**src/rtl/muldiv_sequencer_if.sv**
```systemverilog
// Request/response bundle between the pipeline (decode/execute) and the
// iterative multiply/divide unit that owns HI/LO.
interface muldiv_sequencer_if #(
    parameter int WIDTH = 32
);
    logic             start_valid;
    logic             start_ready;
    logic [1:0]       op;
    logic [WIDTH-1:0] operand_a;
    logic [WIDTH-1:0] operand_b;
    logic             read_request;
    logic             read_select;
    logic [WIDTH-1:0] read_value;
    logic             stall;
    logic             busy;
    logic [WIDTH-1:0] hi;
    logic [WIDTH-1:0] lo;

    modport master (
        output start_valid, op, operand_a, operand_b, read_request, read_select,
        input  start_ready, read_value, stall, busy, hi, lo
    );

    modport slave (
        input  start_valid, op, operand_a, operand_b, read_request, read_select,
        output start_ready, read_value, stall, busy, hi, lo
    );
endinterface

```
**src/rtl/muldiv_sequencer.sv**
```systemverilog
// Iterative mult/multu/div/divu unit owning HI/LO: WIDTH shift-add or
// restoring shift-subtract steps followed by one sign-fix cycle.
module muldiv_sequencer #(
    parameter int WIDTH = 32
) (
    input  logic              clock,
    input  logic              reset,
    muldiv_sequencer_if.slave bus
);
    localparam int CW = $clog2(WIDTH);

    typedef enum logic [1:0] {
        IDLE = 2'd0,
        RUN  = 2'd1,
        FIX  = 2'd2
    } state_t;

    state_t           state_q;
    logic [CW-1:0]    count_q;
    logic [1:0]       op_q;
    logic             sign_a_q;
    logic             sign_b_q;
    logic [WIDTH-1:0] a_raw_q;
    logic [WIDTH-1:0] opb_q;
    logic [WIDTH-1:0] p_hi_q;
    logic [WIDTH-1:0] p_lo_q;
    logic [WIDTH-1:0] hi_q;
    logic [WIDTH-1:0] lo_q;

    logic [WIDTH:0]   sum_s;
    logic [WIDTH:0]   shifted_s;
    logic [WIDTH-1:0] diff_s;
    logic [WIDTH-1:0] step_hi_d;
    logic [WIDTH-1:0] step_lo_d;
    logic [WIDTH-1:0] fix_hi_d;
    logic [WIDTH-1:0] fix_lo_d;
    logic [2*WIDTH-1:0] prod_s;
    logic             b_zero_s;

    function automatic logic [WIDTH-1:0] magnitude(input logic [WIDTH-1:0] v, input logic is_signed);
        return (is_signed && v[WIDTH-1]) ? (~v + WIDTH'(1)) : v;
    endfunction

    // One iteration: multiply adds the multiplicand into the upper half and
    // shifts right; divide shifts the dividend into the partial remainder.
    always_comb begin
        sum_s     = {1'b0, p_hi_q} + {1'b0, opb_q};
        shifted_s = {p_hi_q, p_lo_q[WIDTH-1]};
        diff_s    = shifted_s[WIDTH-1:0] - opb_q;
        step_hi_d = p_hi_q;
        step_lo_d = p_lo_q;
        if (!op_q[1]) begin
            if (p_lo_q[0]) begin
                {step_hi_d, step_lo_d} = {sum_s, p_lo_q[WIDTH-1:1]};
            end else begin
                {step_hi_d, step_lo_d} = {1'b0, p_hi_q, p_lo_q[WIDTH-1:1]};
            end
        end else begin
            if (shifted_s >= {1'b0, opb_q}) begin
                step_hi_d = diff_s;
                step_lo_d = {p_lo_q[WIDTH-2:0], 1'b1};
            end else begin
                step_hi_d = shifted_s[WIDTH-1:0];
                step_lo_d = {p_lo_q[WIDTH-2:0], 1'b0};
            end
        end
    end

    // Sign correction of the magnitude result; divide-by-zero bypasses it.
    always_comb begin
        prod_s   = {p_hi_q, p_lo_q};
        b_zero_s = (opb_q == '0);
        fix_hi_d = p_hi_q;
        fix_lo_d = p_lo_q;
        case (op_q)
            2'b00: begin
                if (sign_a_q ^ sign_b_q) begin
                    {fix_hi_d, fix_lo_d} = ~prod_s + (2*WIDTH)'(1);
                end else begin
                    {fix_hi_d, fix_lo_d} = prod_s;
                end
            end
            2'b01: begin
                {fix_hi_d, fix_lo_d} = prod_s;
            end
            2'b10: begin
                if (b_zero_s) begin
                    fix_hi_d = a_raw_q;
                    fix_lo_d = '1;
                end else begin
                    fix_lo_d = (sign_a_q ^ sign_b_q) ? (~p_lo_q + WIDTH'(1)) : p_lo_q;
                    fix_hi_d = sign_a_q ? (~p_hi_q + WIDTH'(1)) : p_hi_q;
                end
            end
            2'b11: begin
                if (b_zero_s) begin
                    fix_hi_d = a_raw_q;
                    fix_lo_d = '1;
                end else begin
                    fix_hi_d = p_hi_q;
                    fix_lo_d = p_lo_q;
                end
            end
            default: begin
                fix_hi_d = p_hi_q;
                fix_lo_d = p_lo_q;
            end
        endcase
    end

    // Sequencer FSM and datapath registers.
    always_ff @(posedge clock) begin
        if (reset) begin
            state_q  <= IDLE;
            count_q  <= '0;
            op_q     <= 2'b00;
            sign_a_q <= 1'b0;
            sign_b_q <= 1'b0;
            a_raw_q  <= '0;
            opb_q    <= '0;
            p_hi_q   <= '0;
            p_lo_q   <= '0;
            hi_q     <= '0;
            lo_q     <= '0;
        end else begin
            case (state_q)
                IDLE: begin
                    if (bus.start_valid) begin
                        op_q     <= bus.op;
                        sign_a_q <= bus.operand_a[WIDTH-1] & ~bus.op[0];
                        sign_b_q <= bus.operand_b[WIDTH-1] & ~bus.op[0];
                        a_raw_q  <= bus.operand_a;
                        opb_q    <= magnitude(bus.operand_b, ~bus.op[0]);
                        p_hi_q   <= '0;
                        p_lo_q   <= magnitude(bus.operand_a, ~bus.op[0]);
                        count_q  <= '0;
                        state_q  <= RUN;
                    end else begin
                        state_q  <= IDLE;
                    end
                end
                RUN: begin
                    p_hi_q <= step_hi_d;
                    p_lo_q <= step_lo_d;
                    if (count_q == CW'(WIDTH-1)) begin
                        state_q <= FIX;
                    end else begin
                        count_q <= count_q + CW'(1);
                    end
                end
                FIX: begin
                    hi_q    <= fix_hi_d;
                    lo_q    <= fix_lo_d;
                    state_q <= IDLE;
                end
                default: begin
                    state_q <= IDLE;
                end
            endcase
        end
    end

    assign bus.start_ready = (state_q == IDLE);
    assign bus.busy        = (state_q != IDLE);
    assign bus.stall       = bus.read_request && (state_q != IDLE);
    assign bus.read_value  = bus.read_select ? hi_q : lo_q;
    assign bus.hi          = hi_q;
    assign bus.lo          = lo_q;
endmodule

```
**src/flat_wrapper.sv**
```systemverilog
// flat-port wrapper written by rule: the top's interface ports become plain ports
module muldiv_sequencer_flat 
#(
    parameter int WIDTH = 32
)
  (clock, reset, bus_start_valid, bus_op, bus_operand_a, bus_operand_b, bus_read_request, bus_read_select, bus_start_ready, bus_read_value, bus_stall, bus_busy, bus_hi, bus_lo);
  muldiv_sequencer_if #(.WIDTH(WIDTH)) bus_i ();
  input  logic clock;
  input  logic reset;
  input wire logic [$bits(bus_i.start_valid)-1:0] bus_start_valid;
  input wire logic [$bits(bus_i.op)-1:0] bus_op;
  input wire logic [$bits(bus_i.operand_a)-1:0] bus_operand_a;
  input wire logic [$bits(bus_i.operand_b)-1:0] bus_operand_b;
  input wire logic [$bits(bus_i.read_request)-1:0] bus_read_request;
  input wire logic [$bits(bus_i.read_select)-1:0] bus_read_select;
  output wire logic [$bits(bus_i.start_ready)-1:0] bus_start_ready;
  output wire logic [$bits(bus_i.read_value)-1:0] bus_read_value;
  output wire logic [$bits(bus_i.stall)-1:0] bus_stall;
  output wire logic [$bits(bus_i.busy)-1:0] bus_busy;
  output wire logic [$bits(bus_i.hi)-1:0] bus_hi;
  output wire logic [$bits(bus_i.lo)-1:0] bus_lo;
  assign bus_i.start_valid = bus_start_valid;
  assign bus_i.op = bus_op;
  assign bus_i.operand_a = bus_operand_a;
  assign bus_i.operand_b = bus_operand_b;
  assign bus_i.read_request = bus_read_request;
  assign bus_i.read_select = bus_read_select;
  assign bus_start_ready = bus_i.start_ready;
  assign bus_read_value = bus_i.read_value;
  assign bus_stall = bus_i.stall;
  assign bus_busy = bus_i.busy;
  assign bus_hi = bus_i.hi;
  assign bus_lo = bus_i.lo;
  muldiv_sequencer #(.WIDTH(WIDTH)) u_core (.clock(clock), .reset(reset), .bus(bus_i));
endmodule
```
**config.mk**
```make
export PLATFORM = sky130hd
export DESIGN_NAME = muldiv_sequencer_flat
export DESIGN_NICKNAME = d
export VERILOG_FILES = /design/src/rtl/muldiv_sequencer_if.sv /design/src/rtl/muldiv_sequencer.sv /design/src/flat_wrapper.sv
export SDC_FILE = /design/constraint.sdc
export NUM_CORES = 1
export LEC_CHECK = 0
export CAP_MARGIN = 20
export CELL_PAD_IN_SITES_DETAIL_PLACEMENT = 1
export CELL_PAD_IN_SITES_GLOBAL_PLACEMENT = 1
export CORE_UTILIZATION = 46
export CTS_CLUSTER_SIZE = 14
export DETAILED_ROUTE_END_ITERATION = 12
export GPL_TIMING_DRIVEN = 0
export PLACE_DENSITY = 0.84
export SLEW_MARGIN = 20
export SYNTH_ARGS = -nofsm -noshare
export SYNTH_HDL_FRONTEND = slang
export SYNTH_SLANG_ARGS = --single-unit
```
**constraint.sdc**
```tcl
create_clock -name clock -period 9.1 [get_ports clock]
set_input_delay 0.91 -clock clock [delete_from_list [all_inputs] [get_ports clock]]
set_output_delay 0.91 -clock clock [all_outputs]
set_load 0.05 [all_outputs]
```
==> impl_metrics.json, run 1 <==
{
  "outcome": "complete, no violations",
  "clock_sinks": 203,
  "synth_compound_area_share_pct": 27.59,
  "cp.required_ps": 9540,
  "maxCapViolations": 0,
  "postRouteAntennaNets": 0,
  "synth_flop_cell": "dfxtp_1",
  "syn-instance-count": 2239,
  "vias_per_cell": 6.670,
  "ys_seq_elements": 203,
  "wl_mm": 79.24,
  "dr_total_vias": 19370,
  "grt_pass1_wl_mm": 117.7,
  "dr.pass1.iters": 5,
  "grt_max_degree": 14,
  "synth_enable_flop_cells": 0,
  "powerDensity_nw_per_um2": 154.4,
  "finClkSkew_ps": 33.47,
  "post-cts-setup-buffer-count": 0,
  "worst_setup_path_start_kind": "register",
  "portBuffers": 167,
  "min_path_type": "register to register",
  "grt_pass1_vias": 19060,
  "cts_tree": "yes",
  "yosysUniqueCellTypes": 87,
  "avgSynthCellArea_um2": 7.342,
  "wl_met3_mm": 8.869,
  "cp_max_fo": 10,
  "place_inst": 2861,
  "cts-htree-levels": 1,
  "ioPinCount": 170,
  "clock_path_buffers": 3,
  "slew_violations": 0,
  "num-nets-final": 2575,
  "synthAdderAreaFrac_pct": 5.572,
  "drive_gt1_share_pct": 4.941,
  "root_buffer": "clkbuf_16",
  "seq_power_share_pct": 34.0,
  "ir_drop_mv": 0.1425,
  "rsz0062_at_grt": "false",
  "cts_buffers": 24,
  "mappedNetlistNets": 2382,
  "ys_seq_area_share_pct": 24.72,
  "die_h_um": 191.0,
  "async_reset_ff_share_pct": 0,
  "dieArea_um2": 36490,
  "wl_met2_mm": 34.48,
  "area_growth_syn_to_layout_pct": 18.63,
  "antenna_cells": 0,
  "grtUsageTotal_pct": 42.58,
  "post-route-period-util_pct": 48.15,
  "cp.arrival_ps": 4820,
  "yosys.area_share.simple_pct": 22.26,
  "first_iter_violations": 2054,
  "die_w_um": 191.0,
  "clockPowerShare_pct": 33.8,
  "p_sw_mw": 1.171,
  "drc": 0,
  "yosysWarnings": 0,
  "synth_xor_area_share_pct": 8.951,
  "overflow": 0,
  "antenna_found_initial": 1,
  "place_congestion": 1.084,
  "row_count": 68,
  "swShare_pct": 38.88,
  "hpwl_mm": 63.09,
  "setup_violations": 0,
  "start_util_pct": 47.12,
  "path_clk_slew_ps": 70,
  "hold_slack_ps": 483.6,
  "ctsResizeCount": 0,
  "worstSkewPairLatency_ps": 570,
  "worst_slew_pin_slew_ps": 1200,
  "power_mw": 3.011,
  "core-area_um2": 34880,
  "muxShareOfSynthArea_pct": 5.336,
  "p_int_mw": 1.840,
  "fin_crit_ps": 4381,
  "synth_top_family_by_area": "compound AO/OA/AOI/OAI gates",
  "highest_layer": "met5",
  "wl_met1_mm": 32.87,
  "routedWlPerCell_um": 27.29,
  "relSlewSlack_pct": 19.98,
  "finalNonFillerCells": 2904,
  "synth_area_um2": 16440,
  "endpoint_kind": "register",
  "p_leak_nw": 7.274,
  "comb_power_share_pct": 32.3,
  "tns_ps": 0,
  "fmax_ghz": 0.2282,
  "hold_viol": 0,
  "crit_type": "register to register",
  "postCtsHoldBufs": 0
}
-- per-stage QoR --
| stage | utilization, % | cell area [um2] | worst slack, ps |
|---|---|---|---|
| floorplan | - | 16440 | 6012 |
| global placement | 53.55 | 18680 | 5093 |
| detailed placement | 53.55 | 18680 | 4994 |
| CTS | 55.89 | 19490 | 4948 |
| global route | 55.90 | 19500 | 4685 |
| finish | 55.90 | 19500 | 4719 |
-- layout make-up --
| type | instances | area (um2) |
|---|---|---|
| plain buffers | 170 | 664.4 |
| clock buffers | 33 | 674.4 |
| clock inverters | 10 | 141.4 |
| fillers | 4474 | 15380 |
| inverters | 67 | 251.5 |
| multi-input cells | 1799 | 11460 |
| flip-flops and latches | 203 | 4064 |
| well taps | 455 | 569.3 |
| repair buffers | 167 | 1672 |
-- Yosys cell counts, types with 41 or more instances --
library cell	count	area share [%]
nor2_1	256	5.8
nand2_1	255	5.8
a21oi_1	222	6.8
dfxtp_1	203	25
clkbuf_1	144	3.3
o21ai_0	111	3.4
xnor2_1	97	5.2
xor2_1	71	3.8
ha_1	70	5.3
inv_1	66	1.5
nor3_1	66	2.0
a211oi_1	62	2.8
mux2i_1	46	2.8
nand3_1	43	1.3
o211ai_1	41	1.9
-- cells in the final DEF (no fill, tap or decap), drive strengths merged, types with 23 or more instances in the layout --
master	Yosys	routed
mux2i	46	46
nand2	255	255
o21ai	120	120
nor3	67	67
nor2	257	257
inv	66	68
a311oi	27	27
a31oi	23	23
mux2	37	37
a21oi	222	222
nor4	29	29
a21o	23	23
a211oi	62	62
o211ai	42	42
xnor2	97	97
nand3	43	43
buf	26	26
ha	70	70
clkdlybuf4s50	0	167
xor2	71	71
dfxtp	203	203
clkbuf	144	177
o22ai	24	24
-- sequential cells by signal (all words and copies together), names as in the netlist --
| register | count |
|---|---|
| u_core.p_hi_q | 32 |
| u_core.bus.lo | 32 |
| u_core.op_q | 2 |
| u_core.a_raw_q | 32 |
| u_core.state_q | 2 |
| u_core.opb_q | 32 |
| u_core.sign_b_q | 1 |
| u_core.sign_a_q | 1 |
| u_core.p_lo_q | 32 |
| u_core.bus.hi | 32 |
| u_core.count_q | 5 |
-- critical path: stages, from the launching register on --
cell,delay [ps]
dfxtp_1,680
ha_1,430
and3_1,220
a31o_2,250
a21oi_1,240
nand2_1,260
o211ai_1,620
a21boi_1,280
nor2_1,210
buf_2,290
buf_2,320
a31oi_1,140
a32o_1,290
-- worst paths after layout --
check                                  from  slack, ps  depth (start not counted)                        endpoint
max           u_core.p_hi_q[4]$_SDFFE_PP0P_       4720                         12  u_core.p_hi_q[23]$_SDFFE_PP0P_
min          u_core.count_q[3]$_SDFFE_PP0P_        480                          1  u_core.count_q[3]$_SDFFE_PP0P_
max reg2reg   u_core.p_hi_q[4]$_SDFFE_PP0P_       4720                         12  u_core.p_hi_q[23]$_SDFFE_PP0P_
min reg2reg  u_core.count_q[3]$_SDFFE_PP0P_        480                          1  u_core.count_q[3]$_SDFFE_PP0P_
-- power groups by stage --
stage	registers, mW	logic, mW	clock network, mW
2_1_floorplan	0.988	0.621	0
3_3_place_gp	1.03	0.903	0
3_5_place_dp	1.03	0.932	0
4_1_cts	1.01	0.939	1.01
5_1_grt	1.02	1.03	1.04
6_report	1.02	0.972	1.02
-- cells by family (layout without fill, tap and decap cells) --
| group | Yosys count | in the layout |
|---|---|---|
| buffers and inverters | 237 | 447 |
| multiplexers | 83 | 83 |
| flip-flops | 203 | 203 |
| AND/OR/NAND/NOR | 782 | 782 |
| AO/OA/AOI/OAI | 694 | 694 |
| XOR/XNOR | 168 | 168 |
| adder cells (fa/ha/maj) | 72 | 72 |
-- per-layer routing --
layer	global-route usage, %	vias up
li1	-	8536
met3	11.88	210
met1	56.40	9555
met4	15.14	2
met2	65.58	1067
met5	0	-
(Power assumes the default switching activity.)
==> inputs of run 2 (changes only) <==
Settings changed: CORE_UTILIZATION 46 to 43, PLACE_DENSITY 0.84 to 0.79.
Clock period 9.1 ns to 4.6 ns, I/O delays scaled along.
==> run 2 against run 1 <==
Compared with the run above:
- sequential cell count stayed put
- final cell count grew 2.0%
- critical path type unchanged
- critical path depth decreased by 1
- count of clock-buffer cells in the layout grew 3
- via count down 1.6%
==> impl_metrics.json, run 2 (synthesis results as in run 1) <==
{
  "worst_setup_path_start_kind": "register",
  "cts_tree": "yes",
  "place_congestion": 1.020,
  "antenna_found_initial": 1,
  "drc": 0,
  "setup_violations": 0,
  "portBuffers": 167,
  "r2r-start": "u_core.p_hi_q[0]$_SDFFE_PP0P_",
  "drive_gt1_share_pct": 5.061,
  "grt_pass1_wl_mm": 118.2,
  "area_growth_syn_to_layout_pct": 18.93,
  "cp.required_ps": 4990,
  "p_sw_mw": 2.293,
  "clock_path_buffers": 3,
  "finClkSkew_ps": 19.33,
  "crit_slowest_cell": "a221oi_1",
  "dr_total_vias": 19070,
  "grt_max_degree": 13,
  "postRouteAntennaNets": 0,
  "place_ws_ps": 470.9,
  "fmax_ghz": 0.2297,
  "fin_crit_ps": 4354,
  "crit_family": "simple AND/OR/NAND/NOR gates",
  "postCtsHoldBufs": 0,
  "seq_power_share_pct": 34.3,
  "die_h_um": 197.5,
  "swShare_pct": 38.85,
  "tns_ps": 0,
  "routedWlPerCell_um": 27.10,
  "clockPowerShare_pct": 33.1,
  "final_cell_mix": "nor2_1, nand2_1, a21oi_1",
  "outcome": "complete, no violations",
  "comb_power_share_pct": 32.6,
  "hpwl_mm": 63.78,
  "cts_buffers": 25,
  "finish.utilization_pct": 51.90,
  "slew_violations": 0,
  "hold_viol": 0,
  "dieArea_um2": 39010,
  "antenna_cells": 0,
  "vias_per_cell": 6.440,
  "worst_slew_pin_slew_ps": 1128,
  "maxCapViolations": 0,
  "p_leak_nw": 7.270,
  "hp-start": "u_core.a_raw_q[16]$_SDFFE_PP0P_",
  "wl_mm": 80.25,
  "clock_sinks": 203,
  "post-route-period-util_pct": 94.66,
  "min_path_type": "register to register",
  "path_clk_slew_ps": 60,
  "num-nets-final": 2576,
  "powerDensity_nw_per_um2": 301.9,
  "cts-htree-levels": 1,
  "endpoint_kind": "register",
  "overflow": 0,
  "grtUsageTotal_pct": 40.30,
  "worstSkewPairLatency_ps": 550,
  "row_count": 71,
  "ioPinCount": 170,
  "cp_max_fo": 9,
  "hold_slack_ps": 489.9,
  "root_buffer": "clkbuf_16",
  "cp.arrival_ps": 4740,
  "path_cells": "inv_1 > ha_1 > nor3b_2 > nand4b_1 > nor4b_2 > nand2_1 > nor4_1 > a21oi_1 > xor2_1 > a221oi_1 > nor3_1",
  "crit_type": "register to register",
  "ir_drop_mv": 0.2567,
  "critPathMaxStageDelay_ps": 650,
  "setup_ws_ps": 245.7,
  "rsz0062_at_grt": "false",
  "dr.pass1.iters": 5,
  "crit_buf_inv": 1,
  "first_iter_violations": 1678,
  "die_w_um": 197.5,
  "p_int_mw": 3.610,
  "relSlewSlack_pct": 24.25,
  "grt_pass1_vias": 18580,
  "ctsResizeCount": 0,
  "start_util_pct": 43.64,
  "core-area_um2": 37670,
  "layout_commonest_cell": "nor2_1",
  "post-cts-setup-buffer-count": 0,
  "crit_start": "u_core.p_hi_q[0]$_SDFFE_PP0P_"
}
-- run 2: area by class of cell --
type | count | area (um2)
sequential | 203 | 4064
fill | 4847 | 18120
buffer | 170 | 664.4
tap | 511 | 639.4
clock inverter | 8 | 48.80
clock buffer | 36 | 747.0
multi-input combinational | 1799 | 11460
timing repair buffer | 167 | 1672
inverter | 67 | 251.5
-- run 2: metal layers --
| layer | part of all wire (%) | global-route usage, % |
|---|---|---|
| met5 | 0.015 | 0 |
| met1 | 45 | 56.50 |
| met2 | 44 | 62.58 |
| met3 | 8.8 | 7.393 |
| met4 | 2.8 | 11.43 |
-- run 2: worst paths after layout --
path                                     end  slack [ps]  cells after the start
min reg2reg  u_core.a_raw_q[16]$_SDFFE_PP0P_         490                      2
max reg2reg   u_core.bus.hi[20]$_SDFFE_PP0N_         250                     11
min          u_core.a_raw_q[16]$_SDFFE_PP0P_         490                      2
max           u_core.bus.hi[20]$_SDFFE_PP0N_         250                     11
-- run 2: worst reg2reg max path: cells and delay by family, from the launching register on --
kind,cells,cell delay (ps)
adders and majority gates,1,240
AOI/OAI and AO/OA,2,840
xor gates and xnor gates,1,180
and+or+nand+nor,6,2230
buffers and inverters,1,240
DFF,1,460
-- run 2: metrics by stage --
stage	power (mW)	cells	cell area (um2)
after floorplan	3.184	2239	16440
after global placement	3.856	2917	18750
after detailed placement	3.903	2917	18750
after CTS	5.833	2961	19550
after global routing	6.097	2961	19550
final	5.902	2961	19550
-- run 2: power groups by stage --
stage	clock (mW)	combinational [mW]	sequential [mW]
finish	1.96	1.92	2.02
global route	2.03	2.04	2.02
CTS	1.96	1.87	2.01
detailed placement	0	1.86	2.05
global placement	0	1.81	2.04
floorplan	0	1.23	1.96
==> inputs of run 3 (changes only) <==
Settings changed: CAP_MARGIN 20 to 30, CTS_CLUSTER_DIAMETER from default to 150.
==> run 3 against run 2 <==
Compared with the run above:
- wire length down 0.45%
- critical endpoint is now u_core.bus.hi[22]$_SDFFE_PP0N_
- via count up 0.48%
- setup slack better by 37 ps
- register-to-register slack better by 40 ps
- highest routed layer unchanged
- design area down 1.4%
- power down 8.3%
- critical path type unchanged
- utilization down 0.75 points
- die area unchanged
==> impl_metrics.json, run 3 (synthesis results as in run 1) <==
{
  "outcome": "complete, no violations",
  "crit_buf_inv": 1,
  "worstSkewPairLatency_ps": 550,
  "place_congestion": 1.020,
  "cts_buffers": 18,
  "start_util_pct": 43.64,
  "seq_power_share_pct": 37.3,
  "row_count": 71,
  "antenna_cells": 0,
  "grt_max_degree": 15,
  "routedWlPerCell_um": 27.17,
  "swShare_pct": 40.90,
  "vias_per_cell": 6.517,
  "p_leak_nw": 7.132,
  "p_int_mw": 3.198,
  "finClkSkew_ps": 48.51,
  "ir_drop_mv": 0.2440,
  "portBuffers": 167,
  "grt_pass1_wl_mm": 117.8,
  "grt_pass1_vias": 18480,
  "ctsResizeCount": 0,
  "postCtsHoldBufs": 0,
  "final_cell_mix": "nor2_1, nand2_1, a21oi_1",
  "setup_violations": 0,
  "comb_power_share_pct": 35.6,
  "rsz0062_at_grt": "false",
  "cp.arrival_ps": 4690,
  "ioPinCount": 170,
  "dr.pass1.iters": 5,
  "die_h_um": 197.5,
  "nFillCells": 4856,
  "root_buffer": "clkbuf_16",
  "p_sw_mw": 2.213,
  "first_iter_violations": 1858,
  "path_cells": "inv_1 > ha_1 > nor3b_2 > nand4b_1 > nor4b_2 > nand2_1 > nor4_1 > a31oi_1 > xnor2_1 > a221oi_1 > nor3_1",
  "slew_violations": 0,
  "r2r_slack_ps": 280,
  "dr_total_vias": 19160,
  "overflow": 0,
  "die_w_um": 197.5,
  "maxCapViolations": 0,
  "clock_path_buffers": 3,
  "crit_family": "simple AND/OR/NAND/NOR gates",
  "path_clk_slew_ps": 90,
  "ff_latch_area_um2": 4064,
  "num-nets-final": 2572,
  "post-cts-setup-buffer-count": 0,
  "fmax_ghz": 0.2316,
  "fin_crit_ps": 4317,
  "min_path_type": "register to register",
  "post-route-period-util_pct": 93.86,
  "relSlewSlack_pct": 30.54,
  "dieArea_um2": 39010,
  "postRouteAntennaNets": 0,
  "antenna_found_initial": 1,
  "worst_slew_pin_slew_ps": 1042,
  "drc": 0,
  "powerDensity_nw_per_um2": 280.9,
  "cp.required_ps": 4970,
  "power_mw": 5.412,
  "hold_viol": 0,
  "worst_setup_path_start_kind": "register",
  "crit_slowest_cell": "nor4b_2",
  "clockPowerShare_pct": 27.1,
  "multi_input_area_um2": 11460,
  "cp_max_fo": 9,
  "endpoint_kind": "register",
  "clock_sinks": 203,
  "critPathMaxStageDelay_ps": 600,
  "grtUsageTotal_pct": 40.07,
  "cts_tree": "yes",
  "layout_commonest_cell": "nor2_1",
  "wl_mm": 79.88,
  "hpwl_mm": 63.90,
  "cts-htree-levels": 1,
  "crit_type": "register to register",
  "area_growth_syn_to_layout_pct": 17.21,
  "core-area_um2": 37670,
  "drive_gt1_share_pct": 4.364,
  "tns_ps": 0
}
## run 3: changes by cell type in the layout (fill, tap and decap cells not counted), sizes merged
cell      before  now
clkbuf       180  162
clkinv         7    2
buf           26   29
clkinvlp       2    0
inv           66   67
## run 3: final cells by class
cell class | count | area share [%]
Inverter | 67 | 1.305
Tap cell | 511 | 3.318
Sequential cell | 203 | 21.09
Buffer | 170 | 3.448
Clock buffer | 18 | 2.338
Timing Repair Buffer | 170 | 8.799
Clock inverter | 2 | 0.2013
Multi-Input combinational cell | 1799 | 59.50
## run 3: metal layers
metal | vias to the layer above | global-route usage [%] | routed length (um)
met2 | 956 | 62.62 | 35180
met5 | - | 0 | 11
li1 | 8518 | - | -
met1 | 9553 | 56.51 | 34920
met4 | 2 | 10.36 | 2089
met3 | 132 | 6.864 | 7685
## run 3: stage by stage
step                hold slack, ps  instances  utilization, %  setup WS, ps  area [um2]
global route                 491.4       2940           51.15         147.7       19270
finish                       486.5       2940           51.15         282.5       19270
CTS                          487.5       2940           51.15         397.4       19270
floorplan                    432.9       2239               -          1681       16440
detailed placement           476.0       2920           49.85         475.3       18780
global placement             467.6       2917           49.78         506.0       18750
## run 3: final timing paths
kind | end | from | cells past startpoint
hold reg to reg | u_core.count_q[3]$_SDFFE_PP0P_ | u_core.count_q[3]$_SDFFE_PP0P_ | 1
setup / recovery | u_core.bus.hi[22]$_SDFFE_PP0N_ | u_core.p_hi_q[0]$_SDFFE_PP0P_ | 11
setup reg to reg | u_core.bus.hi[22]$_SDFFE_PP0N_ | u_core.p_hi_q[0]$_SDFFE_PP0P_ | 11
hold / removal | u_core.count_q[3]$_SDFFE_PP0P_ | u_core.count_q[3]$_SDFFE_PP0P_ | 1
## run 3: power by group through the flow
stage	combinational, mW	sequential (mW)	clock [mW]
finish	1.93	2.02	1.47
global route	2.05	2.02	1.52
CTS	1.87	2.01	1.47
detailed placement	1.86	2.05	0
global placement	1.81	2.04	0
floorplan	1.23	1.96	0
